==> src/rtl/fm_uart_pkg.sv <==
`default_nettype none
// ============================================================================
//  Module      : fm_uart_pkg
//  Description : Shared constants, state encodings and a command-frame helper
//                for the UART register-access master.
//  Revision    : 1.0 - initial release
// ============================================================================
package fm_uart_pkg;

   // Command opcodes, the first byte of every command frame
   localparam logic [7:0] CMD_WR = 8'h57;
   localparam logic [7:0] CMD_RD = 8'h52;

   // Frame lengths in bytes
   localparam int WR_BYTES  = 5;
   localparam int RD_BYTES  = 3;
   localparam int RSP_BYTES = 2;

   // One 8N1 character: start + 8 data + stop
   localparam int FRAME_BITS = 10;

   // Master transaction states
   typedef enum logic [1:0] {
      ST_IDLE     = 2'd0,
      ST_SEND     = 2'd1,
      ST_WAIT_RSP = 2'd2,
      ST_DONE     = 2'd3
   } mst_state_t;

   // Receiver states
   typedef enum logic [1:0] {
      RX_IDLE  = 2'd0,
      RX_START = 2'd1,
      RX_DATA  = 2'd2,
      RX_STOP  = 2'd3
   } rx_state_t;

   // Byte idx of the command frame for the latched request
   function automatic logic [7:0] cmd_byte(input logic        wr,
                                           input logic [15:0] addr,
                                           input logic [15:0] wdata,
                                           input logic [2:0]  idx);
      case (idx)
         3'd0:    cmd_byte = wr ? CMD_WR : CMD_RD;
         3'd1:    cmd_byte = addr[15:8];
         3'd2:    cmd_byte = addr[7:0];
         3'd3:    cmd_byte = wdata[15:8];
         3'd4:    cmd_byte = wdata[7:0];
         default: cmd_byte = 8'hFF;
      endcase
   endfunction

endpackage
`default_nettype wire

==> src/rtl/uart_rx_byte.sv <==
`default_nettype none
// ============================================================================
//  Module      : uart_rx_byte
//  Description : 8N1 UART byte receiver with 2-FF input synchronizer,
//                mid-bit start-glitch rejection and mid-bit data sampling.
//                o_byte_valid pulses for every completed character;
//                o_frame_err qualifies it when the stop bit sampled low.
//  Revision    : 1.0 - initial release
// ============================================================================
module uart_rx_byte
   import fm_uart_pkg::*;
#(
   parameter int CLKS_PER_BIT = 434
) (
   input  logic       i_clk,
   input  logic       i_rst,
   input  logic       i_rx,
   output logic [7:0] o_byte,
   output logic       o_byte_valid,
   output logic       o_frame_err
);

   localparam int             CNT_W   = $clog2(CLKS_PER_BIT);
   localparam logic [CNT_W-1:0] HALF_M1 = CNT_W'(CLKS_PER_BIT / 2 - 1);
   localparam logic [CNT_W-1:0] FULL_M1 = CNT_W'(CLKS_PER_BIT - 1);

   logic             sync1;
   logic             sync2;
   logic             sync3;
   logic             fall;
   rx_state_t        state;
   rx_state_t        state_nxt;
   logic [CNT_W-1:0] cnt;
   logic [2:0]       bit_idx;
   logic [7:0]       shreg;

   // Line idles high, so the falling edge of the synchronized line marks a start bit
   assign fall = sync3 & ~sync2;

   // Two-flop synchronizer plus one extra stage for edge detection
   always_ff @(posedge i_clk or posedge i_rst) begin
      if (i_rst) begin
         sync1 <= 1'b1;
         sync2 <= 1'b1;
         sync3 <= 1'b1;
      end else begin
         sync1 <= i_rx;
         sync2 <= sync1;
         sync3 <= sync2;
      end
   end

   // Receiver state register
   always_ff @(posedge i_clk or posedge i_rst) begin
      if (i_rst) begin
         state <= RX_IDLE;
      end else begin
         state <= state_nxt;
      end
   end

   // Receiver next-state: a start bit that is high again at mid-bit is a glitch
   always_comb begin
      state_nxt = state;
      case (state)
         RX_IDLE:  if (fall) state_nxt = RX_START;
         RX_START: if (cnt == HALF_M1) state_nxt = sync2 ? RX_IDLE : RX_DATA;
         RX_DATA:  if ((cnt == FULL_M1) && (bit_idx == 3'd7)) state_nxt = RX_STOP;
         RX_STOP:  if (cnt == FULL_M1) state_nxt = RX_IDLE;
         default:  state_nxt = RX_IDLE;
      endcase
   end

   // Bit timing, LSB-first shift and byte completion strobes
   always_ff @(posedge i_clk or posedge i_rst) begin
      if (i_rst) begin
         cnt          <= '0;
         bit_idx      <= 3'd0;
         shreg        <= 8'h00;
         o_byte       <= 8'h00;
         o_byte_valid <= 1'b0;
         o_frame_err  <= 1'b0;
      end else begin
         o_byte_valid <= 1'b0;
         o_frame_err  <= 1'b0;
         case (state)
            RX_IDLE: begin
               cnt     <= '0;
               bit_idx <= 3'd0;
            end
            RX_START: begin
               cnt <= (cnt == HALF_M1) ? '0 : cnt + 1'b1;
            end
            RX_DATA: begin
               if (cnt == FULL_M1) begin
                  cnt     <= '0;
                  shreg   <= {sync2, shreg[7:1]};
                  bit_idx <= bit_idx + 1'b1;
               end else begin
                  cnt <= cnt + 1'b1;
               end
            end
            RX_STOP: begin
               if (cnt == FULL_M1) begin
                  cnt          <= '0;
                  o_byte       <= shreg;
                  o_byte_valid <= 1'b1;
                  o_frame_err  <= ~sync2;
               end else begin
                  cnt <= cnt + 1'b1;
               end
            end
            default: cnt <= '0;
         endcase
      end
   end

endmodule
`default_nettype wire

==> src/rtl/uart_reg_master.sv <==
`default_nettype none
// ============================================================================
//  Module      : uart_reg_master
//  Description : Host-side UART register-access initiator. Serializes a
//                parallel read/write request into an 8N1 command frame and,
//                for reads, collects the two-byte reply or times out.
//  Revision    : 1.0 - initial release
// ============================================================================
module uart_reg_master
   import fm_uart_pkg::*;
#(
   parameter int CLKS_PER_BIT = 434,
   parameter int TIMEOUT_CLKS = 50000
) (
   input  logic        i_clk,
   input  logic        i_rst,
   input  logic        i_req_valid,
   output logic        o_req_ready,
   input  logic        i_req_wr,
   input  logic [15:0] i_req_addr,
   input  logic [15:0] i_req_wdata,
   output logic        o_rsp_valid,
   output logic [15:0] o_rsp_rdata,
   output logic        o_rsp_timeout,
   output logic        o_busy,
   output logic        o_uart_mosi,
   input  logic        i_uart_miso
);

   localparam int                BAUD_W    = $clog2(CLKS_PER_BIT);
   localparam int                TMO_W     = $clog2(TIMEOUT_CLKS + 1);
   localparam logic [BAUD_W-1:0] BAUD_LAST = BAUD_W'(CLKS_PER_BIT - 1);
   localparam logic [TMO_W-1:0]  TMO_LAST  = TMO_W'(TIMEOUT_CLKS - 1);
   localparam logic [3:0]        STOP_BIT  = 4'(FRAME_BITS - 1);

   mst_state_t        state;
   mst_state_t        state_nxt;

   logic              req_wr;
   logic [15:0]       req_addr;
   logic [15:0]       req_wdata;
   logic [2:0]        byte_idx;
   logic [3:0]        bit_idx;
   logic [BAUD_W-1:0] baud_cnt;
   logic [TMO_W-1:0]  tmo_cnt;
   logic              got_hi;
   logic [7:0]        rsp_hi;
   logic              tx_line;

   logic [7:0]        rx_byte;
   logic              rx_valid;
   logic              rx_err;

   logic              handshake;
   logic [2:0]        last_byte;
   logic [7:0]        cur_byte;
   logic              bit_end;
   logic              byte_end;
   logic              frame_end;
   logic              good_byte;
   logic              rsp_complete;
   logic              tmo_expired;

   uart_rx_byte #(
      .CLKS_PER_BIT (CLKS_PER_BIT)
   ) u_rx (
      .i_clk        (i_clk),
      .i_rst        (i_rst),
      .i_rx         (i_uart_miso),
      .o_byte       (rx_byte),
      .o_byte_valid (rx_valid),
      .o_frame_err  (rx_err)
   );

   assign o_uart_mosi  = tx_line;
   assign handshake    = (state == ST_IDLE) && i_req_valid;
   assign last_byte    = req_wr ? 3'(WR_BYTES - 1) : 3'(RD_BYTES - 1);
   assign cur_byte     = cmd_byte(req_wr, req_addr, req_wdata, byte_idx);
   assign bit_end      = (state == ST_SEND) && (baud_cnt == BAUD_LAST);
   assign byte_end     = bit_end && (bit_idx == STOP_BIT);
   assign frame_end    = byte_end && (byte_idx == last_byte);
   // Bytes with a bad stop bit, or arriving outside WAIT_RSP, are ignored
   assign good_byte    = (state == ST_WAIT_RSP) && rx_valid && !rx_err;
   assign rsp_complete = good_byte && got_hi;
   // A byte landing in the expiry cycle takes precedence over the timeout
   assign tmo_expired  = (state == ST_WAIT_RSP) && !good_byte && (tmo_cnt == TMO_LAST);

   // Transaction state register
   always_ff @(posedge i_clk or posedge i_rst) begin
      if (i_rst) begin
         state <= ST_IDLE;
      end else begin
         state <= state_nxt;
      end
   end

   // Transaction next-state and handshake/status outputs
   always_comb begin
      state_nxt   = state;
      o_req_ready = 1'b0;
      o_busy      = 1'b1;
      o_rsp_valid = 1'b0;
      case (state)
         ST_IDLE: begin
            o_req_ready = 1'b1;
            o_busy      = 1'b0;
            if (handshake) state_nxt = ST_SEND;
         end
         ST_SEND: begin
            if (frame_end) state_nxt = req_wr ? ST_DONE : ST_WAIT_RSP;
         end
         ST_WAIT_RSP: begin
            if (rsp_complete || tmo_expired) state_nxt = ST_DONE;
         end
         ST_DONE: begin
            o_rsp_valid = 1'b1;
            state_nxt   = ST_IDLE;
         end
         default: state_nxt = ST_IDLE;
      endcase
   end

   // Request latch, TX shifter, reply collection and timeout counter
   always_ff @(posedge i_clk or posedge i_rst) begin
      if (i_rst) begin
         req_wr        <= 1'b0;
         req_addr      <= 16'h0000;
         req_wdata     <= 16'h0000;
         byte_idx      <= 3'd0;
         bit_idx       <= 4'd0;
         baud_cnt      <= '0;
         tmo_cnt       <= '0;
         got_hi        <= 1'b0;
         rsp_hi        <= 8'h00;
         tx_line       <= 1'b1;
         o_rsp_rdata   <= 16'h0000;
         o_rsp_timeout <= 1'b0;
      end else begin
         case (state)
            ST_IDLE: begin
               if (handshake) begin
                  req_wr    <= i_req_wr;
                  req_addr  <= i_req_addr;
                  req_wdata <= i_req_wdata;
                  byte_idx  <= 3'd0;
                  bit_idx   <= 4'd0;
                  baud_cnt  <= '0;
                  tx_line   <= 1'b0;
               end
            end
            ST_SEND: begin
               if (bit_end) begin
                  baud_cnt <= '0;
                  if (byte_end) begin
                     bit_idx <= 4'd0;
                     if (frame_end) begin
                        tx_line <= 1'b1;
                        tmo_cnt <= '0;
                        got_hi  <= 1'b0;
                        if (req_wr) o_rsp_timeout <= 1'b0;
                     end else begin
                        byte_idx <= byte_idx + 1'b1;
                        tx_line  <= 1'b0;
                     end
                  end else begin
                     // Bit idx (0..7) of the next slot is data bit idx; slot 9 is stop
                     bit_idx <= bit_idx + 1'b1;
                     tx_line <= (bit_idx < 4'd8) ? cur_byte[bit_idx[2:0]] : 1'b1;
                  end
               end else begin
                  baud_cnt <= baud_cnt + 1'b1;
               end
            end
            ST_WAIT_RSP: begin
               if (good_byte) begin
                  tmo_cnt <= '0;
                  if (got_hi) begin
                     o_rsp_rdata   <= {rsp_hi, rx_byte};
                     o_rsp_timeout <= 1'b0;
                  end else begin
                     rsp_hi <= rx_byte;
                     got_hi <= 1'b1;
                  end
               end else if (tmo_expired) begin
                  o_rsp_rdata   <= 16'h0000;
                  o_rsp_timeout <= 1'b1;
               end else begin
                  tmo_cnt <= tmo_cnt + 1'b1;
               end
            end
            default: begin
               tx_line <= 1'b1;
            end
         endcase
      end
   end

endmodule
`default_nettype wire
==> config.mk <==
export PLATFORM = sky130hd
export DESIGN_NAME = uart_reg_master
export DESIGN_NICKNAME = d
export VERILOG_FILES = /design/src/rtl/fm_uart_pkg.sv /design/src/rtl/uart_rx_byte.sv /design/src/rtl/uart_reg_master.sv
export SDC_FILE = /design/constraint.sdc
export NUM_CORES = 1
export LEC_CHECK = 0
export BUFFER_PORTS_ARGS = -buffer_cell sky130_fd_sc_hd__buf_2
export CORE_MARGIN = 2
export CORE_UTILIZATION = 64
export DETAILED_ROUTE_END_ITERATION = 10
export PLACE_DENSITY = 0.83
export SYNTH_ARGS = -nofsm -noshare
export SYNTH_HDL_FRONTEND = slang
export SYNTH_SLANG_ARGS = --single-unit
==> constraint.sdc <==
create_clock -name i_clk -period 10.4 [get_ports i_clk]
set_clock_uncertainty 0.05 [all_clocks]
set_input_delay 2.6 -clock i_clk [delete_from_list [all_inputs] [get_ports i_clk]]
set_output_delay 2.6 -clock i_clk [all_outputs]
set_load 0.03 [all_outputs]
After elaboration in Yosys (flattened, before gate mapping)
Index checks and enable logic that the tools add are counted.
- bits of input ports: 37
- word-level logic and storage cells: 173
- memory bits (writable): 0
- register bits after elaboration: 129
- latch bits: 0
- memories: 0
- ROM bits: 0
- reduce and logical (&&, ||, !) cells: 36
- div/mod/pow operators: 0
- multipliers: 0
- magnitude comparators: 2
- shifts and indexed selects: 0
- muxes and demuxes: 68
- equality and inequality tests: 34
- add/subtract/negate cells: 6
- bitwise gates (word level): 4
- operator list (kind ; count):
    16-bit 2-to-1 mux ; 8
    8-bit case mux with 5 select lines ; 1
    9-bit 2-to-1 mux ; 4
    16-bit case mux with 2 select lines ; 1
    9-bit case mux with 3 select lines ; 1
    1-bit 2-to-1 mux ; 25
    3-bit 2-to-1 mux ; 7
    9-bit by 1-bit adder with 9-bit output, second input constant ; 2
    9-bit == test, second input constant ; 2
    9-bit case mux with 2 select lines ; 1
    16-bit by 1-bit adder with 16-bit output, second input constant ; 1
    16-bit == test, second input constant ; 1
    2-bit 2-to-1 mux ; 8
    2-bit != test, second input constant ; 8
    2-bit case mux with 4 select lines ; 2
    3-bit AND reduction ; 5
    5-bit AND reduction ; 3
    4-bit 2-to-1 mux ; 3
    2-bit by 1-bit != test with 1-bit output, second input constant ; 6
    3-bit case mux with 2 select lines ; 2
    1-bit logical AND ; 10
    2-bit AND reduction ; 5
    9-bit by 8-bit == test with 1-bit output, second input constant ; 1
    3-bit != test, second input constant ; 3
    25 further kinds ; 40

Logic depth before layout (Yosys ltp)
- word-level depth: 9
- mapped depth: 10

By module
Synthesis repeated with hierarchy kept, for this count alone.
- cell total of the unflattened synthesis: 584
- area total of the unflattened synthesis: 6303.5 um^2
- modules (own cells, without submodules) (module ; times used ; area an instance (um^2) ; sequential area each (um^2) ; cells an instance):
    uart_reg_master ; 1 ; 4788.3 ; 2353.5 ; 462
    uart_rx_byte ; 1 ; 1515.2 ; 879.6 ; 122

Worst setup path before layout
No wires, ideal clock.
- path kind: register -> output
- start point: reg state[0]
- end point: out o_busy
- slack: 6.573 ns
- cell stages (with the launch flop): 4
- data arrival time: 1.177 ns
- cells stage by stage: dfrtp_1 > inv_1 > ha_1 > inv_1
- word-level cells in the longest chain between the ends: 2
- RTL lines (what ; line ; text):
    start: declaration ; uart_reg_master.sv:36 ; mst_state_t state;
    start signal: assignment ; uart_reg_master.sv:93 ; state <= state_nxt;
    2-bit logical NOT ; uart_reg_master.sv:103 ; case (state)
    1-bit 2-to-1 mux ; uart_reg_master.sv:103 ;
    end: declaration ; uart_reg_master.sv:25 ; output logic o_busy,
No other way between the ends.

Worst setup path after layout
Same ends and word-level chain as after synthesis.

==> summary.md <==
Setup violations remaining at the end of the flow were counted as 0. Entering global routing, the biggest net connects 80 pins. Most common cell after layout, fill and taps aside: dfrtp_1. The worst hold path begins at u_rx.sync1. Synthesis produced a netlist with a net count of 625. The number of enable-type register cells in the synthesized netlist is 0. The tools report the category of the worst setup path capture point as an output pin. Sequential elements use 52.0% of the synthesized area. The sequential fraction of design power came out at 44.9%.

The total area inside the core boundary comes to 9330 um2. The synthesized netlist devotes 11.9% of its cell area to compound gates. The die area came out at 10500 um2. Most area-hungry cell type in the Yosys netlist: dfrtp_1.

The tool flagged a number of max-cap violations equal to 0. The horizontal extent of the die came out at 103 um. The floorplan die height was 103 um; the number of buffer cells added on primary ports was 57. The via count of the first global-routing pass is 4848. The worst register-to-register path ends at got_hi. The later pin in the worst-skew pair is clocked with a latency of 0.53 ns. The overall fraction of global-route tracks in use was 29.2%. After routing, the total negative slack on setup checks comes to 0 ns. The leakage power summed over all cells was 3.40 nW. Critical register-to-register path startpoint: byte_idx[2]. The worst setup slack before clock tree synthesis came out at 6.15 ns. The number of buffers inserted by post-CTS setup repair came out at 0.

For the share of power burned in the clock network, the log shows 50.7%. The final RePlAce weighted congestion was 0.831; the adder-cell share of the synthesized area was 3.83%. The initial utilization of the core area, before any placement, comes to 66.6%. The logs give 129 for the number of sinks handled by clock tree synthesis and 23.5 mm for the first-pass GRT wire length. In the layout the commonest cells are dfrtp_1, mux2_2, buf_2. Detailed-routing iteration count for the pre-antenna-repair pass: 7. The run gives 58 as the number of placed I/O pins. The worst hold path belongs to the class reg2reg. The internal power of the cells totals 881 uW. For this design, the CTS-stage hold fixing added 0 buffers. The average vias per placed instance came out at 6.29. The H-tree generated during clock tree synthesis spans 4 levels. The number of slew-limit violations in the final report was 0.

Setup repair after global routing left no endpoint under its margin. The number of clock buffers added by TritonCTS is 17. The mean cell area of the mapped netlist was 10.9 um2.

In this run, synthesis produced a sequential element count of 129. The average detailed-routed wire length per instance came out at 18.5 um. The run gives 0 as the number of warnings reported in the yosys synthesis log. The count of unique library cells instantiated by Yosys is 59, and the share of final-layout standard cells stronger than drive strength 1 is 26.1%.

Net total in the final layout: 675. The last element of the critical path is o_busy. Total global routing overflow: 0.

The largest vdd supply drop was 0.123 mV; the number of antenna violations at the first check in global routing was 0. The tools report the type of element launching the critical path as a register. Along the worst path, the maximum fanout reaches 6. For the worst setup path, the data required time is 7.75 ns.

Measured on the finished design, the core utilization comes to 76.8%. The signal arrival time at the worst endpoint was 1.64 ns. The critical path is of the reg2out type. Sorting the synthesized cells by area gives the leading types as dfrtp_1, mux2_2, ha_1. The run gives 0 as the total inserted antenna cells.

In the routed design, unresolved DRC markers number 0. Once routing completed, OpenROAD measured the worst setup slack at 6.11 ns. The synthesized netlist devotes 1.41% of its cell area to XOR and XNOR gates.

After synthesis, the largest family of logic cells by area is simple AND/OR/NAND/NOR gates. The run gives 35 as the placement row count. Post-route antenna net violation count: 0. The simple logic cell fraction of the synthesized area came out at 15.1%. The analysis attributes to net switching a power of 277 uW. The worst register-to-register path has a setup slack of 7.34 ns.

The number of instances in the synthesized netlist is 569, and the power per cell area is 162 nW/um2. The final number of hold-violating endpoints was 0. The synthesized netlist occupies a cell area of 6210 um2. Buffer type at the clock tree root: clkbuf_8. Counting cells, the worst reg-to-reg path comes to 5. In this run switching power makes up 23.9% of total power. The proportion of register bits with asynchronous set or reset after synthesis is 100%, and the clock input transition at the sequential cells of the worst setup and hold paths is 0.06 ns. The number of buffers on the longest clock path is 2.

The highest attainable clock frequency came out at 233 MHz. Summing over every cut layer, the via total after detailed routing is 4786. The relative contribution of combinational cells to total power is 4.3%, and the fraction of the cycle the final worst path needs is 41.3%. Of the post-synthesis cell area, the part taken by muxes is 12.0%. The flow ran to the end, and the final reports show no timing, DRC or antenna violations. Detailed placement finished with a half-perimeter wire length of 8.75 mm. The first routing iteration left 319 violations.

The worst hold slack came out at 0.306 ns. The routed design has 14.1 mm of wire. TritonCTS built the clock tree. The transition time at the pin with the least slew margin came out at 1.21 ns.

The area added between synthesis and finish works out to 15.3%. Gates resized during post-CTS repair numbered 0. After synthesis, the largest area contributor takes up 50.3% of total cell area. In the synthesized netlist the dominant register cell turns out to be dfrtp_1.

The worst slew margin relative to its limit was 18.2%; the post-layout minimum cycle time was 4.29 ns. The tools report the beginning of the critical path as state[0].
[routing by layer]
| layer | GRT usage [%] | vias up | wire (um) |
|---|---|---|---|
| met3 | 6.37 | 47 | 729 |
| met5 | 0 | - | 0 |
| met4 | 11.7 | 0 | 340 |
| met2 | 49.5 | 168 | 7230 |
| met1 | 36.7 | 2392 | 5800 |
| li1 | - | 2179 | - |
[layout make-up]
class                      instances  area [um2]
sequential                       129        3230
inverter                          32         123
clock buffer                      19         432
clock inverter                    13         154
timing repair buffer              60         308
multi-input combinational        379        2750
tap                              129         161
fill                             615        2160
[cells by family after synthesis]
family          Yosys count
compound gates          114
xor+xnor                 10
fa+ha+maj                19
buf+inv                  61
flops                   129
mux                      67
simple gates            169
[state kept, by name, summed over array words and instances, names as in the netlist, 4 cells and up, named ones only]
name	count
u_rx.cnt	9
tmo_cnt	16
o_rsp_rdata	16
u_rx.shreg	8
req_wdata	16
bit_idx	4
req_addr	16
u_rx.o_byte	8
baud_cnt	9
rsp_hi	8
[Yosys cell counts, types with 3 or more instances]
cell and count:
nand2_1 34, nand2b_1 9, dfrtp_1 125, ha_1 19
a21oi_1 21, o31ai_1 13, o21bai_1 3, o2111ai_1 3
a41oi_1 3, nand3_1 43, nor2_1 23, o21ai_0 37
mux2i_1 5, mux2_2 62, nand4_1 4, buf_1 3
xor2_1 7, clkbuf_1 23, and4_1 3, a22oi_1 5
xnor2_1 3, nor3_1 4, or4_1 12, dfstp_2 4
or3_1 3, inv_1 32, nand4b_1 3, nor4_1 4
nor4bb_1 3, a221oi_1 4, and3_1 10
[worst max-delay path: stages, from the launching register on]
cell and delay, ns:
dfrtp_1 0.42, inv_1 0.12, ha_1 0.28, inv_1 0.11
buf_2 0.19
[per-stage QoR]
stage | cell area (um2) | cells | total power [mW]
final | 7160 | 761 | 1.16
after global routing | 7160 | 761 | 1.19
after CTS | 7160 | 761 | 1.16
after detailed placement | 6580 | 729 | 0.579
after global placement | 6580 | 729 | 0.577
after floorplan | 6210 | 569 | 0.563
[worst min path at each step]
stage	end	slack (ns)	cells after the start
global placement	u_rx.sync2	0.30	0
global route	u_rx.sync2	0.32	0
floorplan	u_rx.sync2	0.30	0
CTS	u_rx.sync2	0.31	0
detailed placement	u_rx.sync2	0.30	0
finish	u_rx.sync2	0.31	0
[power by group through the flow]
stage / clock network [mW] / logic (mW) / registers, mW
floorplan: 0 / 0.0409 / 0.522
global placement: 0 / 0.0473 / 0.529
detailed placement: 0 / 0.0501 / 0.529
CTS: 0.591 / 0.0515 / 0.520
global route: 0.612 / 0.0581 / 0.522
finish: 0.588 / 0.0503 / 0.520
(Power assumes the default switching activity.)
